File: src/rtl/fpnew_pkg.sv
// -----------------------------------------------------------------------------
// fpnew_pkg
// Shared types and helpers for the FP opgroup blocks.
//   status_t      : IEEE-754 exception flags returned with every result.
//   rob_ptr_full  : full test for a ROB whose head/tail pointers carry an
//                   extra wrap bit above the index bits.
// The ROB entry struct itself (rob_entry_t) is declared inside the arbiter,
// because its field widths follow that module's parameters.
// -----------------------------------------------------------------------------
package fpnew_pkg;

   typedef struct packed {
      logic NV; // invalid operation
      logic DZ; // divide by zero
      logic OF; // overflow
      logic UF; // underflow
      logic NX; // inexact
   } status_t;

   // Widest pointer rob_ptr_full can handle (index bits + wrap bit).
   localparam int unsigned ROB_PTR_MAX_W = 16;

   // Pointers are zero-extended to ROB_PTR_MAX_W by the caller. The ROB is
   // full when the index bits match and the wrap bits differ, i.e. the two
   // pointers differ in exactly the wrap bit.
   function automatic logic rob_ptr_full(
      input logic [ROB_PTR_MAX_W-1:0] head,
      input logic [ROB_PTR_MAX_W-1:0] tail,
      input int unsigned              id_width
   );
      logic [ROB_PTR_MAX_W-1:0] wrap_bit;
      wrap_bit = ROB_PTR_MAX_W'(1) << id_width;
      return ((head ^ tail) == wrap_bit);
   endfunction

endpackage

File: src/rtl/fpnew_rob_wb_decode.sv
// -----------------------------------------------------------------------------
// fpnew_rob_wb_decode
// Turns the per-slice writeback strobes/IDs into a NumIn x Depth one-hot
// write-grant matrix and flags illegal writebacks.
//   i_valid  [NumIn]          per-slice writeback strobe
//   i_id     [NumIn*IdWidth]  per-slice target entry
//   i_alloc  [Depth]          entry is allocated
//   i_done   [Depth]          entry already holds its result
//   o_grant  [NumIn][Depth]   slice s writes entry d
//   o_err                     at least one strobe was dropped
// Per entry, the lowest-index slice targeting it "claims" it. The claim is
// granted only if the entry is allocated and not yet done; every other
// strobe (losing a same-ID race or aimed at an illegal entry) is dropped.
// -----------------------------------------------------------------------------
module fpnew_rob_wb_decode #(
   parameter int unsigned NumIn   = 2,
   parameter int unsigned Depth   = 4,
   parameter int unsigned IdWidth = 2
) (
   input  logic [NumIn-1:0]             i_valid,
   input  logic [NumIn*IdWidth-1:0]     i_id,
   input  logic [Depth-1:0]             i_alloc,
   input  logic [Depth-1:0]             i_done,
   output logic [NumIn-1:0][Depth-1:0]  o_grant,
   output logic                         o_err
);

   logic [Depth-1:0] w_claimed;

   always_comb begin
      o_grant   = '0;
      o_err     = 1'b0;
      w_claimed = '0;
      for (int d = 0; d < Depth; d++) begin
         for (int s = 0; s < NumIn; s++) begin
            if (i_valid[s] && (i_id[s*IdWidth +: IdWidth] == IdWidth'(d))) begin
               // Only the first claimant may write, and only a legal target.
               if (!w_claimed[d] && i_alloc[d] && !i_done[d]) begin
                  o_grant[s][d] = 1'b1;
               end
               w_claimed[d] = 1'b1;
            end
         end
      end
      // Any strobe that ended up without a grant was dropped.
      for (int s = 0; s < NumIn; s++) begin
         if (i_valid[s] && (o_grant[s] == '0)) begin
            o_err = 1'b1;
         end
      end
   end

endmodule

File: src/rtl/fpnew_opgroup_rob_arbiter.sv
// -----------------------------------------------------------------------------
// fpnew_opgroup_rob_arbiter
// In-order result collector for an opgroup whose format slices have unequal
// latencies. Each dispatched op reserves a ROB entry; slices write results
// back by entry ID in any order; results retire in dispatch order.
//
// Ports
//   clk_i, rst_ni            clock, asynchronous active-low reset
//   flush_i                  synchronous flush, discards every entry
//   alloc_valid_i/ready_o    dispatch handshake; alloc_tag_i stored with op
//   alloc_id_o               entry ID handed to the slice with the op
//   wb_valid_i/id_i/result_i/status_i/ext_i   per-slice writeback (no backpressure)
//   out_valid_o/ready_i      retire handshake; result_o/status_o/
//                            extension_bit_o/tag_o come from the head entry
//   busy_o                   at least one entry allocated
//   wb_err_o                 one-cycle pulse after a dropped writeback
//
// Handshakes: a transfer happens on a rising clk_i edge where valid and
// ready are both 1. valid never depends on ready; alloc_ready_o depends only
// on the full flag (a retire in the same cycle does not free a slot early);
// retire data holds steady while out_valid_o && !out_ready_i.
// -----------------------------------------------------------------------------
module fpnew_opgroup_rob_arbiter
   import fpnew_pkg::*;
#(
   parameter  int unsigned NumIn    = 2,
   parameter  int unsigned Width    = 32,
   parameter  int unsigned Depth    = 4,
   parameter  int unsigned TagWidth = 1,
   localparam int unsigned IdWidth  = $clog2(Depth)
) (
   input  logic                       clk_i,
   input  logic                       rst_ni,
   input  logic                       flush_i,
   input  logic                       alloc_valid_i,
   output logic                       alloc_ready_o,
   input  logic [TagWidth-1:0]        alloc_tag_i,
   output logic [IdWidth-1:0]         alloc_id_o,
   input  logic [NumIn-1:0]           wb_valid_i,
   input  logic [NumIn*IdWidth-1:0]   wb_id_i,
   input  logic [NumIn*Width-1:0]     wb_result_i,
   input  logic [NumIn*5-1:0]         wb_status_i,
   input  logic [NumIn-1:0]           wb_ext_i,
   output logic                       out_valid_o,
   input  logic                       out_ready_i,
   output logic [Width-1:0]           result_o,
   output logic [4:0]                 status_o,
   output logic                       extension_bit_o,
   output logic [TagWidth-1:0]        tag_o,
   output logic                       busy_o,
   output logic                       wb_err_o
);

   typedef struct packed {
      logic [Width-1:0]    result;
      status_t             status;
      logic                ext_bit;
      logic [TagWidth-1:0] tag;
   } rob_entry_t;

   localparam logic [IdWidth:0] PtrOne = {{IdWidth{1'b0}}, 1'b1};

   // Pointers carry one wrap bit above the index.
   logic [IdWidth:0]   r_head;
   logic [IdWidth:0]   r_tail;
   logic [Depth-1:0]   r_alloc;
   logic [Depth-1:0]   r_done;
   rob_entry_t         r_entry [Depth];
   logic               r_wb_err;

   logic [IdWidth-1:0]          w_head_idx;
   logic [IdWidth-1:0]          w_tail_idx;
   logic                        w_full;
   logic                        w_empty;
   logic                        w_alloc_fire;
   logic                        w_out_valid;
   logic                        w_pop;
   logic                        w_dec_err;
   logic [NumIn-1:0][Depth-1:0] w_grant;
   logic [Depth-1:0]            w_wr_en;
   rob_entry_t                  w_wr_data [Depth];

   assign w_head_idx   = r_head[IdWidth-1:0];
   assign w_tail_idx   = r_tail[IdWidth-1:0];
   assign w_empty      = (r_head == r_tail);
   assign w_full       = rob_ptr_full(ROB_PTR_MAX_W'(r_head), ROB_PTR_MAX_W'(r_tail), IdWidth);
   assign w_out_valid  = r_alloc[w_head_idx] & r_done[w_head_idx];
   assign w_alloc_fire = alloc_valid_i & ~w_full & ~flush_i;
   assign w_pop        = w_out_valid & out_ready_i & ~flush_i;

   fpnew_rob_wb_decode #(
      .NumIn   (NumIn),
      .Depth   (Depth),
      .IdWidth (IdWidth)
   ) u_wb_decode (
      .i_valid (wb_valid_i),
      .i_id    (wb_id_i),
      .i_alloc (r_alloc),
      .i_done  (r_done),
      .o_grant (w_grant),
      .o_err   (w_dec_err)
   );

   // Per-entry write data: at most one slice is granted per entry. The tag
   // field is left as stored at allocation.
   always_comb begin
      for (int d = 0; d < Depth; d++) begin
         w_wr_en[d]   = 1'b0;
         w_wr_data[d] = r_entry[d];
         for (int s = 0; s < NumIn; s++) begin
            if (w_grant[s][d]) begin
               w_wr_en[d]           = 1'b1;
               w_wr_data[d].result  = wb_result_i[s*Width +: Width];
               w_wr_data[d].status  = status_t'(wb_status_i[s*5 +: 5]);
               w_wr_data[d].ext_bit = wb_ext_i[s];
            end
         end
      end
   end

   // A granted writeback needs done=0 and alloc=1, so it never collides with
   // the retiring head (done=1) or the entry being allocated (alloc=0).
   always_ff @(posedge clk_i or negedge rst_ni) begin
      if (!rst_ni) begin
         r_head   <= '0;
         r_tail   <= '0;
         r_alloc  <= '0;
         r_done   <= '0;
         r_wb_err <= 1'b0;
         for (int d = 0; d < Depth; d++) begin
            r_entry[d] <= '0;
         end
      end else if (flush_i) begin
         r_head   <= '0;
         r_tail   <= '0;
         r_alloc  <= '0;
         r_done   <= '0;
         r_wb_err <= 1'b0;
      end else begin
         r_wb_err <= w_dec_err;
         for (int d = 0; d < Depth; d++) begin
            if (w_wr_en[d]) begin
               r_entry[d] <= w_wr_data[d];
               r_done[d]  <= 1'b1;
            end
         end
         if (w_pop) begin
            r_alloc[w_head_idx] <= 1'b0;
            r_done[w_head_idx]  <= 1'b0;
            r_head              <= r_head + PtrOne;
         end
         if (w_alloc_fire) begin
            r_alloc[w_tail_idx]     <= 1'b1;
            r_done[w_tail_idx]      <= 1'b0;
            r_entry[w_tail_idx].tag <= alloc_tag_i;
            r_tail                  <= r_tail + PtrOne;
         end
      end
   end

   assign alloc_ready_o   = ~w_full;
   assign alloc_id_o      = w_tail_idx;
   assign out_valid_o     = w_out_valid;
   assign result_o        = r_entry[w_head_idx].result;
   assign status_o        = r_entry[w_head_idx].status;
   assign extension_bit_o = r_entry[w_head_idx].ext_bit;
   assign tag_o           = r_entry[w_head_idx].tag;
   assign busy_o          = ~w_empty;
   assign wb_err_o        = r_wb_err;

endmodule

File: config.mk
export PLATFORM = sky130hd
export DESIGN_NAME = fpnew_opgroup_rob_arbiter
export DESIGN_NICKNAME = d
export VERILOG_FILES = /design/src/rtl/fpnew_pkg.sv /design/src/rtl/fpnew_rob_wb_decode.sv /design/src/rtl/fpnew_opgroup_rob_arbiter.sv
export SDC_FILE = /design/constraint.sdc
export NUM_CORES = 1
export LEC_CHECK = 0
export CAP_MARGIN = 20
export CORE_MARGIN = 4
export CORE_UTILIZATION = 40
export CTS_CLUSTER_SIZE = 14
export DETAILED_ROUTE_END_ITERATION = 8
export GPL_ROUTABILITY_DRIVEN = 0
export PLACE_DENSITY = 0.61
export REMOVE_ABC_BUFFERS = 1
export SLEW_MARGIN = 5
export SYNTH_ARGS = -nofsm -noshare
export SYNTH_HDL_FRONTEND = slang
export SYNTH_HIERARCHICAL = 1
export SYNTH_SLANG_ARGS = --single-unit
File: constraint.sdc
create_clock -name clk_i -period 2.8 [get_ports clk_i]
set_input_delay 0.56 -clock clk_i [delete_from_list [all_inputs] [get_ports clk_i]]
set_output_delay 0.56 -clock clk_i [all_outputs]
set_load 0.02 [all_outputs]
==> results.cfg, run 1 <==
[run_status]
status = finished clean

[pwr]
leakage_nw = 4.77
p_clk_share_pct = 34.8
switchingPower_mw = 2.03
p_seq_share_pct = 43.1
ir_worst_vdd_uv = 313
power_density_nw_per_um2 = 588
p_comb_share_pct = 22.1
swShare_pct = 28.4
intPower_mw = 5.13

[global_routing]
grt_overflow = 0
grt_max_degree = 65
grt_pass1_wl_um = 47900
antenna_found_initial = 0
grt_usage_pct = 22.9
grt_pass1_vias = 8268

[synth]
synthArstFlopShare_pct = 100
syn_area_um2 = 9490
synth_edf_count = 0
ys_ff_latch = 171
synth_top_cell_by_area = dfrtp_1
syn_inst = 976
synth.most_common_cell = dfrtp_1
ys.flop_type = dfrtp_1
yosys_warnings = 6
synthDistinctLibCells = 45
synth_top_area_share_pct = 45.1
synth_common_cells = dfrtp_1 (171), o21ai_0 (158), nand2_1 (128), a22oi_1 (114), a21oi_1 (78)
yosysSeqAreaShare_pct = 45.1
synth_area_leaders = dfrtp_1 (45%), mux4_2 (9.5%), a22oi_1 (9.0%)
avgSynthCellArea_um2 = 9.73

[sta]
setup_viol = 0
hold_viol = 0
skew_ns = 0.0117
rsz0062_at_grt = no
worst_pin_slew_ns = 0.589
final_max_slew_viol_count = 0
min_period_over_period_pct = 97.7
fin_crit_ns = 2.74
fin_tns_setup_ns = 0
whs_ns = 0.0891
clock.fmax_mhz = 366
slew_headroom_pct = 60.7

[critical_path]
crit_fanout = 10
crit_chain = buf_12 -> mux4_2 -> clkdlybuf4s50_1
cp.arrival_ns = 2.18
critPathKind = reg2out
cp.required_ns = 2.24
cpMaxStageDelayCell = clkdlybuf4s50_1
r2r-start = r_head[0]$_DFFE_PN0P_
end_kind = output pin
cp_num_buf_inv = 2
setup.worst_path.start = r_head[0]$_DFFE_PN0P_
crit_path_start_kind = flip-flop
cp_slowest_stage_delay_ns = 0.55
path_delay_family = buffers and inverters

[finish]
final_nets = 1182
final_layout_size_suffix_gt1_share_pct = 12.7
ff_latch_area_um2 = 4280
utilization_pct = 52.0
fillers = 2177
multi_input_area_um2 = 4940
area_delta_synth_final_pct = 28.1
antenna_cells = 0
postLayoutCellArea_um2 = 12200

[detailed_routing]
via_count = 8288
drtIter0Drc = 766
drtAntennaViolNets = 0
avgViaCountPerCell = 5.85
met2WireLength_um = 14300
wire_per_inst_um = 21.0
top_layer = met4
drc = 0
drt_pass1_iterations = 7
m1WireLength_um = 13100
finalWirelength_um = 29700
wl_met3_um = 1840

[floorplan]
die_width_um = 162
dieArea_um2 = 26300
die_y_um = 162
io-pin-count = 133
core_area_um2 = 23400
rows = 56
initial_core_util_pct = 40.6

[clocking]
clock-root-buffer = clkbuf_16
clk_path_buf_depth = 2
h-tree-depth = 4
clk_latency_ns = 0.43
ctsHoldBuffers = 0
cts_tree = yes
cts.sinks = 171
cts_buffers = 17
clkTransAtPathRegs_ns = 0.06

[run]
maxCapViolations = 0

[placed_design]
dpl-instance-area_um2 = 11500
dpl.hpwl_um = 18800
io_buffers = 132

[hold_path]
hp-class = in2async
## power by group through the flow
stage	clock, mW	sequential [mW]	combinational, mW
global route	2.63	3.14	1.74
finish	2.49	3.08	1.58
CTS	2.52	3.08	1.63
global placement	0	3.11	1.66
floorplan	0	3.04	0.861
detailed placement	0	3.12	1.68
## sequential cells by signal, summed over array words and instances, names as in the netlist
| register | flops |
|---|---|
| r_entry | 156 |
| wb_err_o | 1 |
| r_done | 4 |
| r_tail | 3 |
| r_alloc | 4 |
| r_head | 3 |
## layout make-up
cell class                 count  area share [%]
multi-input combinational    709            40.6
timing repair buffer         179            15.6
clock inverter                 6           0.895
sequential                   171            35.2
tap                          319            3.28
clock buffer                  25            4.07
inverter                       8           0.247
## routing by layer
layer / track usage [%] / vias up
li1: - / 3783
met1: 32.3 / 4143
met2: 36.6 / 317
met3: 4.64 / 45
met4: 5.65 / 0
met5: 0 / -
## timing repair
item	CTS	global route
buffers inserted	1	0
setup endpoints to repair	36	22
gates resized for setup	20	23
pin swaps	0	0
## stage by stage
stage	total power, mW	std cells	setup slack, ns
after floorplan	3.90	888	-7.51
after global placement	4.77	1385	0.261
after detailed placement	4.80	1385	0.200
after CTS	7.23	1417	0.00115
after global routing	7.50	1417	0.00000999
final	7.16	1417	0.0648
## cells by family after synthesis
logic type / synth area share (%)
compound gates: 22.5
xor+xnor: 0.461
fa+ha+maj: 1.05
buf+inv: 4.19
flops: 45.1
mux: 14.6
simple gates: 12.1
## path summary, 6_finish.rpt
path / end / slack [ns] / cells past startpoint
max: result_o[25] / 0.06 / 3
min: r_entry[71]$_DFFE_PN0P_ / 0.09 / 1
max reg2reg: r_head[2]$_DFFE_PN0P_ / 0.85 / 6
min reg2reg: r_entry[100]$_DFFE_PN0P_ / 0.48 / 2
max in group asynchronous: r_head[0]$_DFFE_PN0P_ / 1.96 / 2
min in group clk_i: r_entry[100]$_DFFE_PN0P_ / 0.48 / 2
## placed cells by master, fill, tap and decap left out, drive strengths merged, types with 40 or more instances in the layout
cell	Yosys	final
a21oi	78	78
a22oi	114	114
buf	30	49
clkdlybuf4s50	0	91
dfrtp	171	171
mux2i	44	44
mux4	40	40
nand2	128	128
nor2	43	43
nor2b	45	45
o21ai	158	158
Power figures use the tool's default switching activity.
==> run 2: changes to the inputs <==
--- a/config.mk
+++ b/config.mk
@@ -15,2 +15,3 @@
 export REMOVE_ABC_BUFFERS = 1
+export SKIP_LAST_GASP = 1
 export SLEW_MARGIN = 5
--- a/constraint.sdc
+++ b/constraint.sdc
@@ -3,2 +3,2 @@
 set_output_delay 0.56 -clock clk_i [all_outputs]
-set_load 0.02 [all_outputs]
+set_load 0.05 [all_outputs]
==> results.cfg, run 2 (synthesis results as in run 1) <==
[run_status]
status = finished clean

[detailed_routing]
finalWirelength_um = 30200
drtIter0Drc = 687
wire_per_inst_um = 21.2
drt_pass1_iterations = 5
avgViaCountPerCell = 5.87
via_count = 8357
drtAntennaViolNets = 0
drc = 0

[pwr]
p_comb_share_pct = 27.5
leakage_nw = 4.52
p_seq_share_pct = 41.3
intPower_mw = 4.97
power_density_nw_per_um2 = 623
swShare_pct = 33.2
switchingPower_mw = 2.47
ir_worst_vdd_uv = 367
p_clk_share_pct = 31.2

[clocking]
clkTransAtPathRegs_ns = 0.06
cts.sinks = 171
cts_resized = 7
cts_tree = yes
clock-root-buffer = clkbuf_16
clk_path_buf_depth = 2
post_cts_buffers = 0
ctsHoldBuffers = 0
h-tree-depth = 4
clk_latency_ns = 0.43
cts_buffers = 17

[sta]
final_max_slew_viol_count = 0
min_period_over_period_pct = 96.6
whs_ns = 0.138
rsz0062_at_grt = no
clock.fmax_mhz = 370
setup_viol = 0
fin_tns_setup_ns = 0
hold_viol = 0
skew_ns = 0.00858
worst_pin_slew_ns = 0.667
fin_crit_ns = 2.70
slew_headroom_pct = 55.6

[floorplan]
core_area_um2 = 23400
die_y_um = 162
die_width_um = 162
dieArea_um2 = 26300
initial_core_util_pct = 40.6
io-pin-count = 133
rows = 56

[finish]
utilization_pct = 51.1
largest_register_ffs = 156
layout_common_cells = dfrtp_1 (169), o21ai_0 (158), nand2_1 (128), a22oi_1 (114), clkdlybuf4s50_1 (88)
top_regs = r_entry (156), r_alloc (4), r_done (4)
area_delta_synth_final_pct = 26.0
multi_input_area_um2 = 4900
final_cell_count_no_fill = 1424
final_layout_size_suffix_gt1_share_pct = 16.5
ff_latch_area_um2 = 4280
final_common_cell = dfrtp_1
antenna_cells = 0
fillers = 2140
final_nets = 1191
largest_register = r_entry

[critical_path]
critPathKind = reg2out
crit_fanout = 13
crit_path_start_kind = flip-flop
cp.required_ns = 2.24
cp.arrival_ns = 2.14
end_kind = output pin
reg2reg_slack_ns = 0.61

[global_routing]
grt_overflow = 0
grt_max_degree = 65
grt_usage_pct = 23.4
grt_pass1_vias = 8483
grt_pass1_wl_um = 48700
antenna_found_initial = 0

[placed_design]
place_inst = 1395
dpl.hpwl_um = 19600
io_buffers = 132

[run]
maxCapViolations = 0

[hold_path]
hp-class = in2async
[run 2: power by group through the flow]
stage,logic [mW],registers [mW],clock network (mW)
after global routing,2.20,3.12,2.48
after global placement,2.05,3.10,0
after floorplan,1.30,3.05,0
after CTS,2.06,3.07,2.36
after detailed placement,2.08,3.11,0
final,2.05,3.07,2.32
[run 2: cell type report]
type	count	share of cell area, %
Clock buffer	21	3.85
Clock inverter	8	0.806
Inverter	8	0.251
Multi-Input combinational cell	709	41.0
Sequential cell	171	35.8
Tap cell	319	3.34
Timing Repair Buffer	188	14.9
[run 2: stage by stage]
stage | setup WS (ns) | area, um^2 | power (mW)
2_1_floorplan | -7.51 | 9130 | 4.35
3_3_place_gp | 0.273 | 11400 | 5.16
3_5_place_dp | 0.209 | 11400 | 5.19
4_1_cts | 0.0838 | 12000 | 7.49
5_1_grt | 0.0320 | 12000 | 7.80
6_report | 0.0955 | 12000 | 7.45
[run 2: worst paths after layout]
kind | from | end | cells after the start
setup / recovery | r_head[1]$_DFFE_PN0P_ | out_valid_o | 5
hold / removal | rst_ni | r_entry[76]$_DFFE_PN0P_ | 1
setup reg to reg | r_head[1]$_DFFE_PN0P_ | r_head[0]$_DFFE_PN0P_ | 6
hold reg to reg | r_entry[154]$_DFFE_PN0P_ | r_entry[154]$_DFFE_PN0P_ | 2
max in group asynchronous | rst_ni | r_entry[54]$_DFFE_PN0P_ | 2
min in group clk_i | r_entry[154]$_DFFE_PN0P_ | r_entry[154]$_DFFE_PN0P_ | 2
[run 2: routing by layer]
metal / wire [um] / GRT usage [%] / vias up
li1: - / - / 3800
met2: 14500 / 38.5 / 347
met3: 2200 / 5.46 / 29
met5: 0 / 0 / -
met4: 326 / 4.54 / 0
met1: 13200 / 32.0 / 4181
[run 2: worst max-delay path, cell delays in order, from the launching register on]
cell,delay [ns]
dfrtp_2,0.51
buf_4,0.26
inv_2,0.12
mux4_2,0.56
inv_1,0.13
buf_12,0.14
